[src/rtl/key_cmd_sched.sv]
// rtl/key_cmd_sched.sv - round-robin key event to transmit command scheduler
module key_cmd_sched #(
    parameter int N_KEY       = 4,
    parameter int TIMEOUT_CYC = 1000,
    parameter int GAP_CYC     = 16
) (
    input  logic             clk,
    input  logic             rst,
    input  logic [N_KEY-1:0] key_valid,
    output logic             tx_req,
    output logic [2:0]       tx_cmd,
    output logic [7:0]       tx_seq,
    input  logic             tx_ack,
    output logic [N_KEY-1:0] pend,
    output logic [7:0]       drop_cnt,
    output logic             timeout_err
);

    typedef enum logic [1:0] {S_IDLE, S_REQ, S_GAP} state_t;

    localparam logic [15:0]      WAIT_LAST = 16'(TIMEOUT_CYC - 1);
    localparam logic [7:0]       GAP_LAST  = 8'(GAP_CYC - 1);
    localparam logic [2:0]       LAST_INIT = 3'(N_KEY - 1);
    localparam logic [N_KEY-1:0] ONE       = {{(N_KEY-1){1'b0}}, 1'b1};

    state_t             state_q, state_d;
    logic [N_KEY-1:0]   pend_q, pend_d;
    logic [7:0]         drop_cnt_q, drop_cnt_d;
    logic [2:0]         last_grant_q, last_grant_d;
    logic               tx_req_q, tx_req_d;
    logic [2:0]         tx_cmd_q, tx_cmd_d;
    logic [7:0]         tx_seq_q, tx_seq_d;
    logic               timeout_err_q, timeout_err_d;
    logic [15:0]        wait_q, wait_d;
    logic [7:0]         gap_q, gap_d;

    logic               grant_found;
    logic [2:0]         grant_idx;
    logic [3:0]         cand;
    logic [N_KEY-1:0]   grant_mask;
    logic [N_KEY-1:0]   drop_bits;
    logic [3:0]         n_drop;
    logic [8:0]         drop_sum;

    // Round-robin pick: first pending key scanning upward from last_grant+1, wrapping at N_KEY
    always_comb begin
        grant_found = 1'b0;
        grant_idx   = 3'd0;
        cand        = 4'd0;
        for (int k = 1; k <= N_KEY; k++) begin
            cand = {1'b0, last_grant_q} + 4'(k);
            if (cand >= 4'(N_KEY)) begin
                cand = cand - 4'(N_KEY);
            end
            if (!grant_found && (|(pend_q & (ONE << cand)))) begin
                grant_found = 1'b1;
                grant_idx   = cand[2:0];
            end
        end
    end

    // Next-state: FSM sequencing, command fields, pending bitmap and saturating drop count
    always_comb begin
        state_d       = state_q;
        last_grant_d  = last_grant_q;
        tx_req_d      = tx_req_q;
        tx_cmd_d      = tx_cmd_q;
        tx_seq_d      = tx_seq_q;
        timeout_err_d = 1'b0;
        wait_d        = wait_q;
        gap_d         = gap_q;
        grant_mask    = '0;

        case (state_q)
            S_IDLE: begin
                if (grant_found) begin
                    grant_mask   = ONE << grant_idx;
                    tx_cmd_d     = grant_idx;
                    tx_req_d     = 1'b1;
                    wait_d       = 16'd0;
                    last_grant_d = grant_idx;
                    state_d      = S_REQ;
                end
            end
            S_REQ: begin
                // An ack on the last allowed cycle takes priority over the abort
                if (tx_ack) begin
                    tx_req_d = 1'b0;
                    tx_seq_d = tx_seq_q + 8'd1;
                    gap_d    = 8'd0;
                    state_d  = S_GAP;
                end else if (wait_q == WAIT_LAST) begin
                    tx_req_d      = 1'b0;
                    timeout_err_d = 1'b1;
                    gap_d         = 8'd0;
                    state_d       = S_GAP;
                end else begin
                    wait_d = wait_q + 16'd1;
                end
            end
            S_GAP: begin
                if (gap_q == GAP_LAST) begin
                    state_d = S_IDLE;
                end else begin
                    gap_d = gap_q + 8'd1;
                end
            end
            default: state_d = S_IDLE;
        endcase

        // A new event on the key being granted re-arms it rather than counting as lost
        drop_bits = key_valid & pend_q & ~grant_mask;
        pend_d    = (pend_q & ~grant_mask) | key_valid;

        n_drop = 4'd0;
        for (int i = 0; i < N_KEY; i++) begin
            n_drop = n_drop + {3'd0, drop_bits[i]};
        end
        drop_sum   = {1'b0, drop_cnt_q} + {5'd0, n_drop};
        drop_cnt_d = drop_sum[8] ? 8'hFF : drop_sum[7:0];
    end

    // State register with synchronous reset; inputs are ignored while reset is held
    always_ff @(posedge clk) begin
        if (rst) begin
            state_q       <= S_IDLE;
            pend_q        <= '0;
            drop_cnt_q    <= 8'd0;
            last_grant_q  <= LAST_INIT;
            tx_req_q      <= 1'b0;
            tx_cmd_q      <= 3'd0;
            tx_seq_q      <= 8'd0;
            timeout_err_q <= 1'b0;
            wait_q        <= 16'd0;
            gap_q         <= 8'd0;
        end else begin
            state_q       <= state_d;
            pend_q        <= pend_d;
            drop_cnt_q    <= drop_cnt_d;
            last_grant_q  <= last_grant_d;
            tx_req_q      <= tx_req_d;
            tx_cmd_q      <= tx_cmd_d;
            tx_seq_q      <= tx_seq_d;
            timeout_err_q <= timeout_err_d;
            wait_q        <= wait_d;
            gap_q         <= gap_d;
        end
    end

    assign tx_req      = tx_req_q;
    assign tx_cmd      = tx_cmd_q;
    assign tx_seq      = tx_seq_q;
    assign pend        = pend_q;
    assign drop_cnt    = drop_cnt_q;
    assign timeout_err = timeout_err_q;

endmodule

[config.mk]
export PLATFORM = sky130hd
export DESIGN_NAME = key_cmd_sched
export DESIGN_NICKNAME = d
export VERILOG_FILES = /design/src/rtl/key_cmd_sched.sv
export SDC_FILE = /design/constraint.sdc
export NUM_CORES = 1
export LEC_CHECK = 0
export CAP_MARGIN = 5
export CORE_MARGIN = 3
export CORE_UTILIZATION = 50
export DETAILED_ROUTE_END_ITERATION = 16
export HOLD_SLACK_MARGIN = 0.12
export PLACE_DENSITY = 0.72
export SYNTH_ARGS = -nofsm -noshare
export SYNTH_HDL_FRONTEND = slang
export SYNTH_SLANG_ARGS = --single-unit
[constraint.sdc]
create_clock -name clk -period 7.7 [get_ports clk]
set_input_delay 1.54 -clock clk [delete_from_list [all_inputs] [get_ports clk]]
set_output_delay 1.54 -clock clk [all_outputs]
set_load 0.01 [all_outputs]
==> results.json, run 1 <==
{
  "total_power_mw": 0.929,
  "tns_ns": 0,
  "num_antenna_cells": 0,
  "crit_chain": "inv_1 > ha_1 > mux2i_1 > o22ai_1 > a21oi_1 > o22ai_1 > o21ai_1 > or2_1 > fa_1 > inv_1 > fa_1 > fa_1 > and3_1 > and2_1 > and4_1 > nor3_1",
  "holdPathEnd": "tx_cmd[0]",
  "whs_path_depth": 2,
  "status": "finished clean",
  "wl_um": 5660,
  "vias": 2327,
  "period_minus_slack_ns": 5.00,
  "crit_family": "adder cells",
  "avgRoutedWirePerCell_um": 13.5,
  "critPathCaptureType": "flop",
  "start_util_pct": 53.4,
  "arrival_ns": 5.23,
  "fmax_mhz": 200,
  "vias_per_cell": 5.55,
  "rows": 26,
  "p_leak_nw": 1.21,
  "grt_setup_unrepaired": "false",
  "drive_gt1_share_pct": 6.30,
  "grt.total_usage_pct": 19.2,
  "timing.final.max_slew_violations": 0,
  "synth_top_cell_area_share_pct": 37.5,
  "ys_async_sr_fraction_pct": 0,
  "synth-edff-count": 0,
  "dp_hpwl_um": 4090,
  "antenna_found_initial": 0,
  "cp_slowest_stage_delay_ns": 0.64,
  "cts_root_buf": "clkbuf_8",
  "synth-seq-cells": 53,
  "synth_top_cell_by_area": "dfxtp_1",
  "rr_startpoint": "last_grant_q[0]",
  "final_cells": 419,
  "synth.area.top_cells": "dfxtp_1 (37%), nor2_1 (5.7%), xor2_1 (4.9%)",
  "routabilityCongestion": 0.895,
  "numCtsBuffers": 5,
  "final-hold-violation-count": 0,
  "grt_overflow_total": 0,
  "first_pass_iters": 5,
  "grt_max_degree": 35,
  "grt_pass1_vias": 2182,
  "worstMarginPinSlew_ns": 0.627,
  "crit_path_frequent_cell": "fa_1",
  "crit_buf_inv": 2,
  "drc_errors": 0,
  "yosysUniqueCellTypes": 55,
  "worst_setup_path_start_kind": "flop",
  "grt_pass1_wl_um": 10100,
  "synth_cells": 321,
  "dieArea_sq_um": 6600,
  "clock_path_buffers": 2,
  "hold_slack_ns": 0.490,
  "h-tree-depth": 2,
  "fin_crit_sh_pct": 65.0,
  "r2r-end": "drop_cnt[6]",
  "peakVddDrop_mv": 0.136,
  "drtIter0Drc": 142,
  "worst-r2r-setup-slack_ns": 2.70,
  "ys.flop_type": "dfxtp_1",
  "cts_setup_buffers": 0,
  "path_class": "flop to flop",
  "dp_cells": 411,
  "cpMaxStageDelayCell": "dfxtp_1",
  "crit_required_ns": 7.93,
  "syn_nets": 340,
  "maxSlewHeadroom_pct": 58.1,
  "ctsHoldBuffers": 0,
  "dieWidth_um": 81.3,
  "cp_max_fo": 13,
  "syn_area_sq_um": 2830,
  "die_y_um": 81.3,
  "min_from": "tx_cmd[0]",
  "finalSetupViolCount": 0,
  "syn2layout_area_growth_pct": 15.6,
  "reg2regPathDepth": 16,
  "powerDensity_nw_per_um2": 284,
  "cts.sinks": 53,
  "cts_tree": "built",
  "syn-mean-instance-area_sq_um": 8.82,
  "num-nets-final": 367,
  "yosys_warnings": 0,
  "cts_resized": 0,
  "insertion_delay_ns": 0.30,
  "max-cap-violations": 0,
  "hp-class": "flop to flop",
  "io_buffer_count": 31,
  "path_clk_slew_ns": 0.10,
  "ant_nets": 0,
  "core_sq_um": 5300,
  "finalClockSkew_ns": 0.00743,
  "crit_start": "last_grant_q[0]",
  "io-pin-count": 32,
  "yosysSeqAreaShare_pct": 37.5
}
-- worst register-to-register path: stages (launching register included) --
cell	delay, ns
dfxtp_1	0.64
inv_1	0.13
ha_1	0.42
mux2i_1	0.18
o22ai_1	0.44
a21oi_1	0.16
o22ai_1	0.39
o21ai_1	0.15
or2_1	0.25
fa_1	0.50
inv_1	0.05
fa_1	0.45
fa_1	0.41
and3_1	0.22
and2_1	0.19
and4_1	0.20
nor3_1	0.15
-- registers in the layout, indices dropped and copies added, names as in the netlist --
name	count
tx_cmd	2
tx_req	1
gap_q	8
timeout_err	1
pend	4
state_q	2
drop_cnt	8
wait_q	16
last_grant_q	3
tx_seq	8
-- cell usage in the layout (no fill, tap or decap), types with 4 or more instances in the layout --
cell type	instances
nand4_1	11
nor2_1	43
mux2i_1	6
a21oi_1	22
clkbuf_8	5
clkdlybuf4s50_1	31
nand2b_1	4
a211oi_1	9
nor4_1	4
xnor2_1	14
nand3_1	12
xor2_1	16
ha_1	9
and3_1	7
inv_1	14
dfxtp_1	53
nand2_1	21
and4_1	5
-- worst max path at each step --
stage | cells past startpoint | end
3_5_place_dp | 16 | drop_cnt[6]
3_3_place_gp | 16 | drop_cnt[6]
4_1_cts | 16 | drop_cnt[6]
2_1_floorplan | 18 | drop_cnt[6]
5_1_grt | 16 | drop_cnt[3]
6_report | 16 | drop_cnt[6]
-- metal layers --
layer / vias to the layer above / global-route usage [%] / wire length [um]
met2: 42 / 30.0 / 2630
met3: 6 / 4.32 / 199
met1: 1085 / 26.8 / 2780
met4: 0 / 5.07 / 53
met5: - / 0 / 0
li1: 1194 / - / -
-- stage by stage --
step / cell area (sq um) / setup WS [ns] / utilization (%)
floorplan: 2830 / 3.09 / -
global placement: 3160 / 2.83 / 59.6
detailed placement: 3160 / 2.75 / 59.6
CTS: 3270 / 2.73 / 61.7
global route: 3270 / 2.34 / 61.7
finish: 3270 / 2.70 / 61.7
-- cell usage after synthesis (all sizes together), types with 3 or more instances --
cell type	number
fa	3
and4	5
ha	9
nor2	43
nand2	21
or2	4
nor4	4
buf	6
nor3	3
xnor2	14
mux2i	6
a21o	3
inv	14
nand4	11
nand2b	7
clkbuf	6
nand3	12
o21ai	7
xor2	16
o22ai	3
a21oi	22
and2	3
and3	7
o22a	3
a211oi	9
dfxtp	53
-- kinds of logic after synthesis --
group / Yosys count / synth area share [%]
xor gates and xnor gates: 30 / 9.28
buffers and inverters: 26 / 4.55
and+or+nand+nor: 124 / 22.0
muxes: 7 / 2.52
DFF: 53 / 37.5
AOI/OAI and AO/OA: 69 / 18.1
adders and majority gates: 12 / 6.10
-- area by class of cell --
type / count / area, sq um
multi-input cells: 242 / 1640
clock inverters: 3 / 43.8
fillers: 474 / 2030
inverters: 14 / 52.6
repair buffers: 32 / 318
well taps: 70 / 87.6
clock buffers: 5 / 68.8
flip-flops and latches: 53 / 1060
-- where the power goes --
group	internal, mW	switching, mW
clock	0.0975	0.0910
combinational	0.166	0.229
sequential	0.303	0.0417
Power figures use the tool's default switching activity.
==> run 2, diff against run 1 <==
PLACE_DENSITY = 0.75   (was 0.72)
clock period = 4.3 ns   (was 7.7 ns; I/O delays follow)
==> run 2 against run 1 <==
  * Sequential share of layout area is 1.4 points lower
  * Sequential cell count stayed put
  * Power is 97% higher
  * Critical path type unchanged
  * Critical endpoint is now drop_cnt[1]
  * Highest routed layer unchanged
==> results.json, run 2 (synthesized netlist as in run 1, its figures left out) <==
{
  "cts.sinks": 53,
  "peakVddDrop_mv": 0.294,
  "powerDensity_nw_per_um2": 533,
  "die_y_um": 81.3,
  "cts_tree": "built",
  "ant_nets": 0,
  "grt_setup_unrepaired": "true",
  "crit_start": "last_grant_q[1]",
  "path_class": "flop to flop",
  "maxSlewHeadroom_pct": 45.7,
  "numCtsBuffers": 5,
  "tns_ns": 0,
  "worstMarginPinSlew_ns": 0.811,
  "timing.final.max_slew_violations": 0,
  "wl_um": 6090,
  "fin_crit_sh_pct": 98.5,
  "vias_per_cell": 5.58,
  "h-tree-depth": 2,
  "final_cell_mix": "dfxtp_1 (51), nor2_1 (43), clkdlybuf4s50_1 (31)",
  "clkPwrFrac_pct": 18.7,
  "syn2layout_area_growth_pct": 21.1,
  "hp-class": "flop to flop",
  "fin_util_pct": 64.7,
  "avgRoutedWirePerCell_um": 14.1,
  "grt_pass1_wl_um": 10600,
  "drc_errors": 0,
  "design_area_sq_um": 3430,
  "grt_pass1_vias": 2355,
  "period_minus_slack_ns": 4.24,
  "final_cells": 431,
  "cp_max_fo": 5,
  "critPathCaptureType": "flop",
  "sw_frac_of_total_pct": 38.4,
  "first_pass_iters": 4,
  "num-nets-final": 379,
  "finalClockSkew_ns": 0.00505,
  "worst-r2r-setup-slack_ns": 0.06,
  "final-hold-violation-count": 0,
  "routabilityCongestion": 0.962,
  "vias": 2403,
  "dieArea_sq_um": 6600,
  "largest_reg_flops": 16,
  "rr_startpoint": "last_grant_q[1]",
  "min_from": "tx_cmd[0]",
  "grt_overflow_total": 0,
  "grt_max_degree": 22,
  "top_register": "wait_q",
  "p_leak_nw": 1.26,
  "io_buffer_count": 31,
  "dp_cells": 419,
  "crit_required_ns": 4.46,
  "rows": 26,
  "antenna_found_initial": 0,
  "cts_root_buf": "clkbuf_8",
  "seqPwrFrac_pct": 32.9,
  "dp_hpwl_um": 4320,
  "status": "finished clean",
  "fmax_mhz": 236,
  "arrival_ns": 4.39,
  "worst_setup_path_start_kind": "flop",
  "core_sq_um": 5300,
  "finalSetupViolCount": 0,
  "clock_path_buffers": 2,
  "drtIter0Drc": 155,
  "num_antenna_cells": 0,
  "internal_power_mw": 1.13,
  "drive_gt1_share_pct": 13.3,
  "max-cap-violations": 0,
  "io-pin-count": 32,
  "insertion_delay_ns": 0.30,
  "pwr-share-comb_pct": 48.4,
  "post_dp_cell_area_sq_um": 3240,
  "layout_commonest_cell": "dfxtp_1",
  "net-switching-power_mw": 0.702,
  "start_util_pct": 53.4,
  "path_clk_slew_ns": 0.10,
  "dieWidth_um": 81.3,
  "grt.total_usage_pct": 20.2
}
-- run 2: area by class of cell --
cell class	instances	area [sq um]
inverter	14	52.6
sequential	53	1060
tap	70	87.6
fill	463	1870
timing repair buffer	44	412
clock inverter	3	46.3
clock buffer	5	68.8
multi-input combinational	242	1700
-- run 2: power by group through the flow --
stage | registers [mW] | clock network [mW] | logic, mW
2_1_floorplan | 0.613 | 0 | 0.572
5_1_grt | 0.612 | 0.366 | 0.977
3_5_place_dp | 0.610 | 0 | 0.815
3_3_place_gp | 0.608 | 0 | 0.800
4_1_cts | 0.599 | 0.348 | 0.830
6_report | 0.601 | 0.342 | 0.885
-- run 2: what timing repair did --
action	CTS	global route
hold buffers	0	0
pin swaps	7	5
endpoints found under the setup margin	6	7
resized for setup	3	9
setup buffers	0	4
-- run 2: per-layer routing --
| layer | track usage, % | vias up | routed length, um |
|---|---|---|---|
| li1 | - | 1218 | - |
| met1 | 26.4 | 1132 | 2930 |
| met2 | 33.3 | 47 | 2860 |
| met3 | 3.99 | 6 | 227 |
| met4 | 6.42 | 0 | 71 |
| met5 | 0 | - | 0 |
-- run 2: per-stage QoR --
step / total power, mW / worst slack [ns] / hold slack, ns
after floorplan: 1.19 / 0.00167 / 0.460
after global placement: 1.41 / 0.129 / 0.452
after detailed placement: 1.43 / -0.000938 / 0.455
after CTS: 1.78 / 0.0141 / 0.468
after global routing: 1.96 / -0.0989 / 0.518
final: 1.83 / 0.0641 / 0.467
-- run 2: critical path, stage by stage (launching register included) --
cell,delay [ns]
dfxtp_2,0.36
inv_2,0.05
ha_4,0.29
mux2_4,0.32
a21o_4,0.22
o41a_1,0.42
nand4_1,0.12
o21ai_2,0.07
or2_1,0.24
fa_1,0.51
inv_1,0.05
fa_2,0.35
fa_2,0.36
and3_4,0.20
and2_4,0.16
nand4_1,0.24
a21oi_1,0.11
-- run 2: final timing paths --
path,depth (start not counted),end
worst max-delay path,16,drop_cnt[1]
worst max register to register,16,drop_cnt[1]
worst min-delay path,2,tx_cmd[0]
worst min register to register,2,tx_cmd[0]
==> run 3, diff against run 2 <==
CORE_MARGIN = 5   (was 3)
CTS_BUF_LIST = sky130_fd_sc_hd__clkbuf_4 sky130_fd_sc_hd__clkbuf_8 sky130_fd_sc_hd__clkbuf_16   (was not set)
==> run 3 against run 2 <==
  * Wire length decreased by 3.0%
  * Cell count decreased by 0.70%
  * Global-route usage decreased by 3.8 points
  * Die area increased by 10%
  * Critical endpoint unchanged
==> results.json, run 3 (synthesized netlist as in run 1, its figures left out) <==
{
  "status": "finished clean",
  "ant_nets": 0,
  "crit_required_ns": 4.45,
  "arrival_ns": 4.28,
  "worstMarginPinSlew_ns": 0.949,
  "grt_overflow_total": 0,
  "whs_path_depth": 2,
  "top_register": "wait_q",
  "dp_hpwl_um": 4300,
  "final-hold-violation-count": 0,
  "worst_setup_path_start_kind": "flop",
  "avgRoutedWirePerCell_um": 13.8,
  "grt_max_degree": 26,
  "cp_slowest_stage_delay_ns": 0.51,
  "sw_frac_of_total_pct": 39.2,
  "hp-class": "flop to flop",
  "total_power_mw": 1.72,
  "timing.final.max_slew_violations": 0,
  "cts.sinks": 53,
  "routabilityCongestion": 0.887,
  "core_sq_um": 5510,
  "cts_tree": "built",
  "timing.final.ws_setup_ns": 0.164,
  "dieWidth_um": 85.3,
  "crit_buf_inv": 2,
  "die_y_um": 85.3,
  "fin_crit_sh_pct": 96.2,
  "syn2layout_area_growth_pct": 19.0,
  "reg2regPathDepth": 16,
  "vias_per_cell": 5.50,
  "numCtsBuffers": 5,
  "wl_um": 5900,
  "insertion_delay_ns": 0.30,
  "num_antenna_cells": 0,
  "net-switching-power_mw": 0.674,
  "finalClockSkew_ns": 0.00611,
  "drive_gt1_share_pct": 12.4,
  "drtIter0Drc": 92,
  "drc_errors": 0,
  "io_buffer_count": 31,
  "start_util_pct": 51.4,
  "clkPwrFrac_pct": 16.0,
  "cts_root_buf": "clkbuf_8",
  "grt_pass1_wl_um": 10000,
  "clock_path_buffers": 2,
  "num-nets-final": 375,
  "path_class": "flop to flop",
  "pre_cts_slack_ns": 0.0275,
  "critPathCaptureType": "flop",
  "crit_chain": "inv_2 > ha_4 > mux2_4 > a21o_4 > o41a_1 > nand4_1 > o21ai_2 > or2_1 > fa_1 > inv_1 > fa_2 > fa_2 > and3_4 > and2_4 > nand4_1 > a21oi_1",
  "h-tree-depth": 2,
  "period_minus_slack_ns": 4.14,
  "p_leak_nw": 1.23,
  "antenna_found_initial": 0,
  "first_pass_iters": 5,
  "grt_pass1_vias": 2256,
  "largest_reg_flops": 16,
  "max-cap-violations": 0,
  "fmax_mhz": 242,
  "finalSetupViolCount": 0,
  "maxSlewHeadroom_pct": 36.5,
  "rows": 27,
  "pwr-share-comb_pct": 49.0,
  "dieArea_sq_um": 7270,
  "crit_family": "adder cells",
  "seqPwrFrac_pct": 35.0,
  "cp.depth": 16,
  "cpMaxStageDelayCell": "fa_1",
  "io-pin-count": 32,
  "grt.total_usage_pct": 16.4,
  "worst-r2r-setup-slack_ns": 0.16,
  "layout_commonest_cell": "dfxtp_1",
  "powerDensity_nw_per_um2": 511,
  "vias": 2355,
  "final_cell_mix": "dfxtp_1 (51), nor2_1 (43), clkdlybuf4s50_1 (31)",
  "path_clk_slew_ns": 0.09,
  "cp_max_fo": 5,
  "internal_power_mw": 1.05,
  "peakVddDrop_mv": 0.265
}
-- run 3: cell count changes in the layout (fill, tap and decap cells not counted), sizes merged --
cell	delta
buf	-4
bufinv	-1
clkinvlp	-1
clkbuf	+1
-- run 3: path summary, 6_finish.rpt --
kind | endpoint | start
min | tx_cmd[0] | tx_cmd[0]
min reg2reg | tx_cmd[0] | tx_cmd[0]
max | drop_cnt[1] | last_grant_q[0]
max reg2reg | drop_cnt[1] | last_grant_q[0]
-- run 3: power groups by stage --
stage               clock (mW)  combinational [mW]  sequential [mW]
floorplan                    0               0.572            0.613
global placement             0               0.800            0.609
detailed placement           0               0.818            0.611
CTS                      0.286               0.832            0.600
global route             0.309               0.931            0.612
finish                   0.275               0.844            0.603
-- run 3: worst register-to-register path, cell delays in order, from the launching register on --
cell and delay, ns:
dfxtp_2 0.35, inv_2 0.05, ha_4 0.29, mux2_4 0.31
a21o_4 0.22, o41a_1 0.41, nand4_1 0.11, o21ai_2 0.06
or2_1 0.25, fa_1 0.51, inv_1 0.05, fa_2 0.35
fa_2 0.38, and3_4 0.19, and2_4 0.16, nand4_1 0.18
a21oi_1 0.09
-- run 3: area by class of cell --
cell class | count | area, sq um
clock buffers | 6 | 76.3
clock inverters | 1 | 8.76
fillers | 497 | 2140
inverters | 14 | 52.6
multi-input cells | 242 | 1700
flip-flops and latches | 53 | 1060
well taps | 72 | 90.1
repair buffers | 40 | 378
-- run 3: stage by stage --
step	area, sq um	std cells	hold WS, ns	setup TNS (ns)	utilization, %
6_report	3370	428	0.476	0	61.2
3_3_place_gp	3240	421	0.445	0	58.9
3_5_place_dp	3240	421	0.469	0	58.9
5_1_grt	3370	428	0.518	-0.0156	61.2
4_1_cts	3340	428	0.483	0	60.6
2_1_floorplan	2860	321	0.460	0	-
-- run 3: timing repair --
action / 4_1_cts / 5_1_grt
setup endpoints to repair: 1 / 7
endpoints found under the hold margin: 0 / 0
setup buffers: 0 / 0
cloned: 0 / 0
gates resized for setup: 1 / 11
pin swaps: 0 / 10
hold buffers: 0 / 0
-- run 3: routing by layer --
layer / routed length, um / vias to the layer above / track usage [%]
li1: - / 1204 / -
met1: 2930 / 1098 / 21.3
met2: 2670 / 44 / 27.2
met3: 206 / 9 / 3.50
met4: 104 / 0 / 5.04
met5: 0 / - / 0
